--- src/rtl/vdp_sprite_scan.sv ---
// Per-scanline sprite evaluator: walks the sprite attribute table in VRAM and
// latches up to NUM_SLOTS sprites that intersect the requested line.
module vdp_sprite_scan #(
    parameter int NUM_SLOTS   = 8,
    parameter int SAT_ENTRIES = 64,
    parameter int ADDR_W      = 14
) (
    input  logic                             clk,
    input  logic                             rst,
    input  logic                             line_start,
    input  logic [7:0]                       line_y,
    input  logic                             tall,
    input  logic                             zoom,
    input  logic [ADDR_W-9:0]                sat_base,
    output logic                             vram_req,
    output logic [ADDR_W-1:0]                vram_addr,
    input  logic                             vram_ack,
    input  logic [7:0]                       vram_data,
    output logic [NUM_SLOTS-1:0]             slot_valid,
    output logic [NUM_SLOTS*8-1:0]           slot_x,
    output logic [NUM_SLOTS*8-1:0]           slot_pat,
    output logic [NUM_SLOTS*4-1:0]           slot_row,
    output logic [$clog2(NUM_SLOTS+1)-1:0]   slot_cnt,
    output logic                             overflow,
    output logic                             busy,
    output logic                             scan_done
);
    localparam int CW = $clog2(NUM_SLOTS + 1);
    localparam int SW = $clog2(NUM_SLOTS);
    localparam int IW = $clog2(SAT_ENTRIES);

    typedef enum logic [2:0] {IDLE, RD_Y, RD_X, RD_N, DONE} state_t;

    state_t              state_q, state_d;
    logic [IW-1:0]       idx_q, idx_d;
    logic [7:0]          line_y_q, line_y_d;
    logic                tall_q, tall_d, zoom_q, zoom_d;
    logic [ADDR_W-9:0]   base_q, base_d;
    logic [NUM_SLOTS-1:0] valid_q, valid_d;
    logic [CW-1:0]       cnt_q, cnt_d;
    logic                ovf_q, ovf_d;
    logic [7:0]          x_q [NUM_SLOTS];
    logic [7:0]          x_d [NUM_SLOTS];
    logic [7:0]          pat_q [NUM_SLOTS];
    logic [7:0]          pat_d [NUM_SLOTS];
    logic [3:0]          row_q [NUM_SLOTS];
    logic [3:0]          row_d [NUM_SLOTS];
    logic                req_q, req_d, busy_q, busy_d, done_q, done_d;
    logic [ADDR_W-1:0]   addr_q, addr_d;

    logic                ack_s, hit_s, last_s, full_s;
    logic [7:0]          dist_s, height_s;
    logic [3:0]          row_s;
    logic [SW-1:0]       sel_s;

    // Acks only count while a read is outstanding; distance is modulo 256.
    always_comb begin
        ack_s    = vram_ack & req_q;
        dist_s   = line_y_q - vram_data;
        height_s = 8'd8 << ({1'b0, tall_q} + {1'b0, zoom_q});
        hit_s    = dist_s < height_s;
        row_s    = zoom_q ? dist_s[4:1] : dist_s[3:0];
        last_s   = idx_q == IW'(SAT_ENTRIES - 1);
        full_s   = cnt_q == CW'(NUM_SLOTS);
        sel_s    = cnt_q[SW-1:0];
    end

    // Next-state, slot updates and next values of the registered outputs.
    always_comb begin
        state_d  = state_q;
        idx_d    = idx_q;
        line_y_d = line_y_q;
        tall_d   = tall_q;
        zoom_d   = zoom_q;
        base_d   = base_q;
        valid_d  = valid_q;
        cnt_d    = cnt_q;
        ovf_d    = ovf_q;
        x_d      = x_q;
        pat_d    = pat_q;
        row_d    = row_q;
        if (line_start) begin
            line_y_d = line_y;
            tall_d   = tall;
            zoom_d   = zoom;
            base_d   = sat_base;
            valid_d  = '0;
            cnt_d    = '0;
            ovf_d    = 1'b0;
            idx_d    = '0;
            state_d  = RD_Y;
        end else begin
            case (state_q)
                IDLE: state_d = IDLE;
                RD_Y: begin
                    if (!ack_s) begin
                        state_d = RD_Y;
                    end else if (vram_data == 8'hD0) begin
                        state_d = DONE;
                    end else if (hit_s) begin
                        if (full_s) begin
                            ovf_d   = 1'b1;
                            state_d = DONE;
                        end else begin
                            row_d[sel_s] = row_s;
                            state_d      = RD_X;
                        end
                    end else if (last_s) begin
                        state_d = DONE;
                    end else begin
                        idx_d   = idx_q + IW'(1'b1);
                        state_d = RD_Y;
                    end
                end
                RD_X: begin
                    if (ack_s) begin
                        x_d[sel_s] = vram_data;
                        state_d    = RD_N;
                    end else begin
                        state_d = RD_X;
                    end
                end
                RD_N: begin
                    if (ack_s) begin
                        pat_d[sel_s]   = tall_q ? {vram_data[7:1], 1'b0} : vram_data;
                        valid_d[sel_s] = 1'b1;
                        cnt_d          = cnt_q + CW'(1'b1);
                        if (last_s) begin
                            state_d = DONE;
                        end else begin
                            idx_d   = idx_q + IW'(1'b1);
                            state_d = RD_Y;
                        end
                    end else begin
                        state_d = RD_N;
                    end
                end
                DONE:    state_d = IDLE;
                default: state_d = IDLE;
            endcase
        end

        req_d  = (state_d == RD_Y) || (state_d == RD_X) || (state_d == RD_N);
        busy_d = req_d;
        done_d = state_d == DONE;
        case (state_d)
            RD_Y:    addr_d = {base_d, 8'h00} + ADDR_W'(idx_d);
            RD_X:    addr_d = {base_d, 8'h80} + ADDR_W'({idx_d, 1'b0});
            RD_N:    addr_d = {base_d, 8'h80} + ADDR_W'({idx_d, 1'b0}) + ADDR_W'(1'b1);
            default: addr_d = '0;
        endcase
    end

    // State and output registers; reset overrides everything including line_start.
    always_ff @(posedge clk) begin
        if (rst) begin
            state_q  <= IDLE;
            idx_q    <= '0;
            line_y_q <= 8'h00;
            tall_q   <= 1'b0;
            zoom_q   <= 1'b0;
            base_q   <= '0;
            valid_q  <= '0;
            cnt_q    <= '0;
            ovf_q    <= 1'b0;
            for (int i = 0; i < NUM_SLOTS; i++) begin
                x_q[i]   <= 8'h00;
                pat_q[i] <= 8'h00;
                row_q[i] <= 4'h0;
            end
            req_q    <= 1'b0;
            busy_q   <= 1'b0;
            done_q   <= 1'b0;
            addr_q   <= '0;
        end else begin
            state_q  <= state_d;
            idx_q    <= idx_d;
            line_y_q <= line_y_d;
            tall_q   <= tall_d;
            zoom_q   <= zoom_d;
            base_q   <= base_d;
            valid_q  <= valid_d;
            cnt_q    <= cnt_d;
            ovf_q    <= ovf_d;
            x_q      <= x_d;
            pat_q    <= pat_d;
            row_q    <= row_d;
            req_q    <= req_d;
            busy_q   <= busy_d;
            done_q   <= done_d;
            addr_q   <= addr_d;
        end
    end

    for (genvar g = 0; g < NUM_SLOTS; g++) begin : g_pack
        assign slot_x[g*8 +: 8]   = x_q[g];
        assign slot_pat[g*8 +: 8] = pat_q[g];
        assign slot_row[g*4 +: 4] = row_q[g];
    end

    assign slot_valid = valid_q;
    assign slot_cnt   = cnt_q;
    assign overflow   = ovf_q;
    assign vram_req   = req_q;
    assign vram_addr  = addr_q;
    assign busy       = busy_q;
    assign scan_done  = done_q;
endmodule
--- config.mk ---
export PLATFORM = sky130hd
export DESIGN_NAME = vdp_sprite_scan
export DESIGN_NICKNAME = d
export VERILOG_FILES = /design/src/rtl/vdp_sprite_scan.sv
export SDC_FILE = /design/constraint.sdc
export NUM_CORES = 1
export LEC_CHECK = 0
export ABC_AREA = 1
export CAP_MARGIN = 20
export CORE_MARGIN = 1.5
export CORE_UTILIZATION = 53
export DETAILED_ROUTE_END_ITERATION = 7
export GPL_TIMING_DRIVEN = 0
export PLACE_DENSITY = 0.93
export SLEW_MARGIN = 20
export SYNTH_ARGS = -nofsm -noshare
export SYNTH_HDL_FRONTEND = slang
export SYNTH_SLANG_ARGS = --single-unit
export TNS_END_PERCENT = 5
--- constraint.sdc ---
create_clock -name clk -period 7.3 [get_ports clk]
set_clock_uncertainty 0.2 [all_clocks]
set_input_delay 0.73 -clock clk [delete_from_list [all_inputs] [get_ports clk]]
set_output_delay 0.73 -clock clk [all_outputs]
set_load 0.02 [all_outputs]
After elaboration in Yosys (flattened, before gate mapping):

Cells that the tools add are included.

* input bits: 28
* logic and storage cells: 104
* output and inout port bits: 190
* bits in registers: 214

* bitwise gates (word level): 6
* magnitude comparators: 5
* reduce and logical (&&, ||, !) cells: 10
* shifts and indexed selects: 1
* equal/unequal tests: 10
* mux-type cells: 29
* $add $sub $neg: 7

Operators by type and width (number)
* bitwise mux 64 bit: 2
* 2-to-1 mux 6 bit: 7
* case mux 14 bit (3 select lines): 1
* bitwise mux 32 bit: 1
* demux 8 bit (select 3 bit): 1
* 2-to-1 mux 3 bit: 7
* adder 14 x 1 -> 14 bit (second input constant): 1
* adder 14 x 6 -> 14 bit: 1
* adder 14 x 7 -> 14 bit: 1
* demux 4 bit (select 3 bit): 1
* == test 3 x 2 -> 1 bit (second input constant): 4
* case mux 6 bit (2 select lines): 1
* case mux 3 bit (3 select lines): 1
* == test 8 bit (second input constant): 1
* < comparator 8 bit: 1
* 2-to-1 mux 4 bit: 2
* 2-to-1 mux 8 bit: 1
* bitwise OR 8 bit: 1
* << shifter 4 x 2 -> 8 bit (first input constant): 1
* subtractor 8 bit: 1
* adder 6 x 1 -> 6 bit (second input constant): 1
* == test 3 x 1 -> 1 bit (second input constant): 2
* == test 6 bit (second input constant): 1
* AND reduction 3 bit: 2
* 19 further kinds: 25

Longest topological paths before layout:

Gate-level depths: netlist of the first run.

* depth after elaboration: 11
* mapped depth: 23

Worst setup path before layout of the first run:

OpenSTA, ideal clock, no wires.

* kind: input port to flip-flop
* start point: input port vram_data[1]
* end point: register addr_q[2], in the netlist vram_addr[2]
* stages on the path: 21
* arrival time: 3.643 ns
* path buffers: 1
* data required time: 6.985 ns
* setup time: 0.115 ns
* slack: 3.342 ns
* cells stage by stage: inv_1 > clkbuf_1 > fa_1 > a21oi_1 > nor2_1 > nor2_1 > o21ai_0 > a21oi_1 > xnor2_1 > ha_1 > and3_1 > nand2_1 > nand3_4 > or2_4 > nand2_2 > nand2_4 > nand2_2 > nand2_4 > nand2_4 > inv_2 > and2_1

* word-level cells in the longest chain between the ends: 10
* elaborated cells on any way between the ends: 20
* classes of those cells: 4 x add/sub; 1 x order compare; 4 x eq/ne; 11 x mux

Ends and longest elaborated chain
* start, declared: line 18 `input logic [7:0] vram_data,`
* subtractor 8 bit: line 59 `dist_s = line_y_q - vram_data;`
* < comparator 8 bit: line 61 `hit_s = dist_s < height_s;`
* 2-to-1 mux 6 bit: line 100 `end else if (hit_s) begin`
* 2-to-1 mux 6 bit: line 98 `end else if (vram_data == 8'hD0) begin`
* 2-to-1 mux 6 bit: line 96 `if (!ack_s) begin`
* case mux 6 bit (2 select lines): line 93 `case (state_q)`
* 2-to-1 mux 6 bit: line 82 `if (line_start) begin`
* adder 14 x 7 -> 14 bit: line 148, 149
* adder 14 x 1 -> 14 bit: line 149 `RD_N: addr_d = {base_d, 8'h80} + ADDR_W'({idx_d, 1'b0}) + ADDR_W'(1'b1);`
* case mux 14 bit (3 select lines) *: line 146 `case (state_d)`
* end signal, assigned: line 191 `addr_q <= addr_d;`
* end, declared: line 49 `logic [ADDR_W-1:0] addr_q, addr_d;`

Every way passes the cells marked *; elsewhere a longest branch is shown, timed or not.
A chain may end at the register's enable or synchronous reset.

Final worst setup path of the first run:

Same ends and word-level chain as after synthesis.

==> flow_metrics.py, run 1 <==
metrics = {
    "critical_path": {
        "r2r_start": "line_y_q[0]",
        "startpoint": "vram_data[1]",
        "cpPeakStageDelay_ns": 0.67,
        "arrival_ns": 5.28,
        "crit_path_end_kind": "flip-flop",
        "crit_path_top_delay_cell": "clkdlybuf4s50_1",
        "critical_path_class": "primary input to flip-flop",
        "worstReg2RegEnd": "vram_addr[2]",
        "path_cells": "clkdlybuf4s50_1 > inv_1 > clkbuf_1 > fa_1 > a21oi_1 > nor2_1 > nor2_1 > o21ai_0 > a21oi_1 > xnor2_1 > ha_1 > a21oi_1 > nand3_4 > nand2_1 > nand2_1 > nand2_1 > nand3_1 > nand2_2 > nand2_4 > nand2_4 > inv_2 > and2_1",
        "crit_fanout": 11,
        "r2r_setup_slack_ns": 3.37,
        "worst-endpoint-required_ns": 7.48,
        "reg2reg_depth": 22,
        "start_kind": "primary input",
        "critical_path.endpoint": "vram_addr[2]",
    },
    "synthesis": {
        "synth_common_cells": "dfxtp_1 (214), a21oi_1 (172), o21ai_0 (133)",
        "syn_area_mm2": 0.00848,
        "synthArstFlopShare_pct": 0,
        "yosys.area.top_type_share_pct": 50.5,
        "synth_edf_count": 0,
        "ys.warnings.count": 0,
        "synth_fp_nets": 1106,
        "synth-compound-area-share_pct": 19.3,
        "synth_area_per_cell_um2": 7.99,
        "synth_mux_area_share_pct": 0.118,
        "synth-simple-area-share_pct": 20.3,
        "synth_area_leaders": "dfxtp_1 (51%), a21oi_1 (10%), o21ai_0 (7.9%)",
        "yosys.area_share.xor_xnor_pct": 0.516,
        "synth-seq-area-share_pct": 50.5,
        "post-synth-top-count-cell": "dfxtp_1",
        "synthCells": 1061,
        "synth_cell_type_count": 41,
        "yosysTopAreaCell": "dfxtp_1",
        "synth_top_family_by_area": "simple AND/OR/NAND/NOR gates",
        "synth_seq_cells": 214,
        "synth-main-ff-cell": "dfxtp_1",
        "synthAdderAreaFrac_pct": 2.60,
    },
    "status": {
        "outcome": "finished, final reports clean",
    },
    "clock_tree": {
        "root_buffer": "clkbuf_16",
        "ctsLongestPathBuffers": 3,
        "htreeDepth": 1,
        "cts_buffers": 21,
        "numClockSinks": 214,
        "cts_tree": "yes",
        "cts_resized": 0,
        "ctsHoldBuffers": 0,
        "clk_latency_ns": 0.49,
        "postCtsSetupBuffers": 0,
        "clk_transition_reported_paths_ns": 0.06,
    },
    "die": {
        "rows": 46,
        "dieArea_mm2": 0.0168,
        "die_w_um": 129,
        "coreArea_mm2": 0.0158,
        "initial_core_util_pct": 53.8,
        "io_pins": 218,
        "die_h_um": 129,
    },
    "route": {
        "routed_via_density": 5.65,
        "drc": 0,
        "dr.pass1.iters": 5,
        "antenna_left": 0,
        "num_vias": 8620,
        "drt-total-wl_um": 28200,
        "drt_iter0_markers": 697,
        "wl_per_cell_um": 18.5,
    },
    "sta": {
        "holdWs_ns": 0.260,
        "rsz0062_at_grt": "no",
        "setup_violations": 0,
        "worst_pin_slew_ns": 0.873,
        "hold_violations": 0,
        "setup_tns_ns": 0,
        "max-slew-margin-rel_pct": 41.6,
        "min_period_ns": 5.10,
        "final_max_slew_viol_count": 0,
        "max_freq_mhz": 196,
        "fin_crit_sh_pct": 69.9,
    },
    "place": {
        "io_buffer_count": 214,
        "place.gp.congestion": 0.909,
        "hpwl_um": 20600,
        "post_dp_cell_area_mm2": 0.0109,
    },
    "global_routing": {
        "grt_pass1_wl_um": 43200,
        "grt_pass1_vias": 8237,
        "grt_max_degree": 15,
        "grtUsageTotal_pct": 32.8,
        "grt-ovfl-total": 0,
        "grt_antenna_before_repair": 0,
    },
    "layout": {
        "drive_gt1_share_pct": 6.34,
        "area_growth_pct": 36.1,
        "antennaDiodeCount": 0,
        "fillers": 1201,
        "fin_nets": 1343,
        "final_area_mm2": 0.0115,
    },
    "power_and_ir_drop": {
        "powerDensity_mw_per_mm2": 211,
        "cellLeakagePower_nw": 4.45,
        "max-vdd-ir-drop_mv": 0.208,
    },
    "worst_hold_path": {
        "min_path_type": "flip-flop to flip-flop",
    },
    "run": {
        "cap_violations": 0,
    },
}
-- flip-flops by register name, indices dropped and copies added (netlist names), 3 cells and up --
| name | count |
|---|---|
| state_q | 3 |
| slot_pat | 64 |
| slot_row | 32 |
| slot_valid | 8 |
| slot_x | 64 |
| slot_cnt | 4 |
| idx_q | 6 |
| base_q | 6 |
| vram_addr | 14 |
| line_y_q | 8 |
-- worst max-delay path: cells and delay by family --
family	cells	cell delay, ns
AO/OA/AOI/OAI	4	0.71
XOR/XNOR	1	0.15
adder cells (fa/ha/maj)	2	0.84
buffers and inverters	4	1.38
AND/OR/NAND/NOR	11	1.46
-- stage by stage --
step | cells | total power [mW] | util, % | setup slack (ns)
after floorplan | 1061 | 1.33 | - | 3.34
after global placement | 1491 | 1.40 | 69.1 | 1.89
after detailed placement | 1491 | 1.40 | 69.1 | 1.83
after CTS | 1526 | 2.43 | 73.2 | 2.29
after global routing | 1526 | 2.49 | 73.2 | 1.95
final | 1526 | 2.43 | 73.2 | 2.20
-- placed cells by master (no fill, tap or decap), drive strengths merged, types with 2 or more instances in the layout --
| master | instances |
|---|---|
| clkbuf | 65 |
| clkinv | 6 |
| a31oi | 4 |
| buf | 23 |
| clkdlybuf4s50 | 214 |
| bufinv | 2 |
| o21ai | 136 |
| and2 | 2 |
| nand3 | 90 |
| xnor2 | 4 |
| o211ai | 3 |
| ha | 16 |
| nand2 | 137 |
| a21oi | 172 |
| dfxtp | 214 |
| inv | 69 |
| nor2 | 129 |
| nor3 | 11 |
| o21a | 2 |
-- final cells by class --
class	count	area (um2)	share of cell area, %
clock buffers	29	566	4.90
inverters	71	269	2.33
repair buffers	214	2140	18.6
well taps	216	270	2.34
clock inverters	6	80.1	0.694
flip-flops and latches	214	4280	37.1
plain buffers	59	297	2.57
multi-input cells	717	3630	31.5
-- kinds of logic after synthesis --
kind of cell | count (synthesis)
XOR/XNOR | 5
flip-flops | 214
AO/OA/AOI/OAI | 321
AND/OR/NAND/NOR | 373
adder cells (fa/ha/maj) | 17
buffers and inverters | 130
multiplexers | 1
-- report_power, final --
part,internal (mW),total (mW),switching [mW],leakage (nW)
logic,0.0613,0.194,0.132,2.40
registers,1.18,1.19,0.00690,1.73
clock network,0.610,1.05,0.440,0.318
-- worst min-delay path by stage --
stage                  start       endpoint  slack [ns]  depth (start not counted)
5_1_grt          slot_row[6]    slot_row[6]        0.29                          2
2_1_floorplan    line_y_q[0]    line_y_q[0]        0.24                          2
3_5_place_dp     slot_row[2]    slot_row[2]        0.25                          2
4_1_cts          slot_row[2]    slot_row[2]        0.26                          2
6_report         slot_row[2]    slot_row[2]        0.26                          2
3_3_place_gp   slot_valid[3]  slot_valid[3]        0.25                          2
-- per-layer routing --
metal	global-route usage (%)	vias to the layer above	wire length (um)
met5	0	-	0
met4	11.4	0	748
li1	-	4029	-
met1	39.4	4058	10700
met2	56.9	472	13600
met3	8.96	61	3100
Note: power is estimated with default switching activity, not from simulation.
==> inputs of run 2 (changes only) <==
--- a/config.mk
+++ b/config.mk
@@ -8,10 +8,10 @@
 export ABC_AREA = 1
 export CAP_MARGIN = 20
 export CORE_MARGIN = 1.5
-export CORE_UTILIZATION = 53
+export CORE_UTILIZATION = 49
 export DETAILED_ROUTE_END_ITERATION = 7
 export GPL_TIMING_DRIVEN = 0
-export PLACE_DENSITY = 0.93
+export PLACE_DENSITY = 0.87
 export SLEW_MARGIN = 20
 export SYNTH_ARGS = -nofsm -noshare
 export SYNTH_HDL_FRONTEND = slang
==> constraint.sdc (replaced) <==
create_clock -name clk -period 5.1 [get_ports clk]
set_clock_uncertainty 0.2 [all_clocks]
set_input_delay 0.51 -clock clk [delete_from_list [all_inputs] [get_ports clk]]
set_output_delay 0.51 -clock clk [all_outputs]
set_load 0.02 [all_outputs]
==> run 2 against run 1 <==
Final area increased by 0.76%; core utilization decreased by 3.8 points; wire length decreased by 1.1%; via count decreased by 1.0%; die area increased by 8.0%; sequential power increased by 43%; non-clock buffer count decreased by 2; first-iteration DRC count decreased by 17%; register-to-register slack got worse by 2.2 ns; critical endpoint unchanged; largest cell class unchanged; highest routed layer unchanged.
==> flow_metrics.py, run 2 (synthesized netlist as in run 1, its figures left out) <==
metrics = {
    "die": {
        "coreArea_mm2": 0.0168,
        "io_pins": 218,
        "dieArea_mm2": 0.0181,
        "die_h_um": 135,
        "initial_core_util_pct": 50.6,
        "rows": 47,
        "die_w_um": 135,
    },
    "critical_path": {
        "worst-endpoint-required_ns": 5.29,
        "r2r_start": "line_y_q[0]",
        "arrival_ns": 5.06,
        "cpPeakStageDelay_ns": 0.63,
        "crit_path_end_kind": "flip-flop",
        "crit_fanout": 11,
        "critical_path_class": "primary input to flip-flop",
        "worst-path-buf-inv": 4,
        "cpLargestDelayFamily": "simple AND/OR/NAND/NOR gates",
        "crit_path_top_delay_cell": "clkdlybuf4s50_1",
        "startpoint": "vram_data[1]",
        "path_cells": "clkdlybuf4s50_1 > inv_1 > clkbuf_1 > fa_1 > a21oi_1 > nor2_1 > nor2_1 > o21ai_0 > a21oi_1 > xnor2_1 > ha_1 > and3_1 > nand2_1 > nand3_4 > nand2_1 > nand2_1 > nand2_1 > nand3_1 > nand2_2 > nand2_4 > nand2_4 > inv_2 > and2_1",
        "path_common_cell": "nand2_1",
        "start_kind": "primary input",
    },
    "worst_hold_path": {
        "min_path_type": "primary input to flip-flop",
        "worstHoldStart": "vram_data[7]",
    },
    "route": {
        "drc": 0,
        "drt-total-wl_um": 27900,
        "wl_met1_um": 11100,
        "wl_met2_um": 12800,
        "antenna_left": 0,
        "drt_iter0_markers": 579,
        "wl_met3_um": 2840,
        "top_layer": "met4",
        "routed_via_density": 5.57,
        "num_vias": 8533,
        "dr.pass1.iters": 5,
        "wl_per_cell_um": 18.2,
    },
    "layout": {
        "seqCellArea_mm2": 0.00428,
        "antennaDiodeCount": 0,
        "final_cell_mix": "dfxtp_1 (214), clkdlybuf4s50_1 (214), a21oi_1 (172), o21ai_0 (133), nand2_1 (132)",
        "drive_gt1_share_pct": 6.63,
        "fillers": 1328,
        "fin_nets": 1343,
        "multi_input_area_mm2": 0.00363,
        "area_growth_pct": 37.1,
    },
    "place": {
        "hpwl_um": 20000,
        "dp_slack_ns": -0.235,
        "place.gp.congestion": 0.932,
        "io_buffer_count": 214,
    },
    "sta": {
        "min_period_ns": 4.86,
        "rsz0062_at_grt": "no",
        "setup_violations": 0,
        "holdWs_ns": 0.192,
        "setup_ws_ns": 0.235,
        "final_max_slew_viol_count": 0,
        "max-slew-margin-rel_pct": 38.9,
        "max_freq_mhz": 206,
        "hold_violations": 0,
        "fin_crit_sh_pct": 95.4,
        "worst_pin_slew_ns": 0.916,
    },
    "power_and_ir_drop": {
        "cellLeakagePower_nw": 4.49,
        "p_sw_uw": 846,
        "max-vdd-ir-drop_mv": 0.222,
        "clkPwrFrac_pct": 45.4,
        "powerDensity_mw_per_mm2": 310,
        "power_switching_share_pct": 23.4,
        "internal_power_mw": 2.76,
        "combPwrFrac_pct": 7.6,
        "power_frac_seq_pct": 47.0,
    },
    "clock_tree": {
        "ctsHoldBuffers": 0,
        "htreeDepth": 1,
        "clk_transition_reported_paths_ns": 0.06,
        "clk_latency_ns": 0.50,
        "numClockSinks": 214,
        "cts_tree": "yes",
        "cts_resized": 0,
        "cts_buffers": 23,
        "root_buffer": "clkbuf_16",
        "postCtsSetupBuffers": 0,
        "ctsLongestPathBuffers": 3,
    },
    "global_routing": {
        "grt-ovfl-total": 0,
        "grtUsageTotal_pct": 30.1,
        "grt_max_degree": 14,
        "grt_pass1_wl_um": 43100,
        "grt_antenna_before_repair": 0,
        "grt_pass1_vias": 8175,
    },
    "status": {
        "outcome": "finished, final reports clean",
    },
    "run": {
        "cap_violations": 0,
    },
}
==> run 2: changes by cell type in the layout (fill, tap and decap cells not counted) <==
cell,previous run,this run
clkbuf_16,21,23
clkinv_2,4,2
clkbuf_8,1,4
clkbuf_1,43,41
inv_6,0,1
==> run 2: final timing paths <==
kind / endpoint / cells past startpoint / slack [ns]
max reg2reg: vram_addr[2] / 23 / 1.16
min: slot_x[47] / 3 / 0.19
min reg2reg: slot_x[52] / 2 / 0.26
max: vram_addr[2] / 23 / 0.24
==> run 2: metal layers <==
layer	vias up	GRT usage [%]
met5	-	0
met4	0	12.3
met3	76	8.26
met2	414	49.9
met1	3991	37.1
li1	4052	-
==> run 2: cell type report <==
type	count	area share [%]
clock buffer	34	5.65
buffer	57	2.49
multi-input combinational	717	31.2
inverter	71	2.31
tap	220	2.37
timing repair buffer	214	18.4
clock inverter	5	0.678
sequential	214	36.9
==> run 2: power by group through the flow <==
stage	Sequential [mW]	Clock (mW)	Combinational [mW]
after floorplan	1.74	0	0.163
after global placement	1.73	0	0.266
after detailed placement	1.73	0	0.270
after CTS	1.70	1.65	0.272
after global routing	1.70	1.71	0.302
final	1.70	1.64	0.274
==> run 2: tightest hold or removal path, stage by stage <==
cell and delay [ns]:
buf_4 0.17, nor3_1 0.07, nor2_1 0.09
==> run 2: stage by stage <==
stage          total power [mW]  TNS [ns]  std cells  utilization [%]  instance area (um2)
2_1_floorplan              1.90         0       1061                -                 8480
3_3_place_gp               2.00     -5.58       1495             65.0                10900
3_5_place_dp               2.00     -5.19       1495             65.0                10900
4_1_cts                    3.62         0       1534             69.4                11600
5_1_grt                    3.71         0       1532             69.4                11600
6_report                   3.61         0       1532             69.4                11600
==> inputs of run 3 (changes only) <==
--- a/config.mk
+++ b/config.mk
@@ -11,6 +11,7 @@
 export CORE_UTILIZATION = 49
 export DETAILED_ROUTE_END_ITERATION = 7
 export GPL_TIMING_DRIVEN = 0
+export HOLD_SLACK_MARGIN = 0.12
 export PLACE_DENSITY = 0.87
 export SLEW_MARGIN = 20
 export SYNTH_ARGS = -nofsm -noshare
==> results of run 3 <==
Final layout, timing and power as in run 2 (identical DEF).
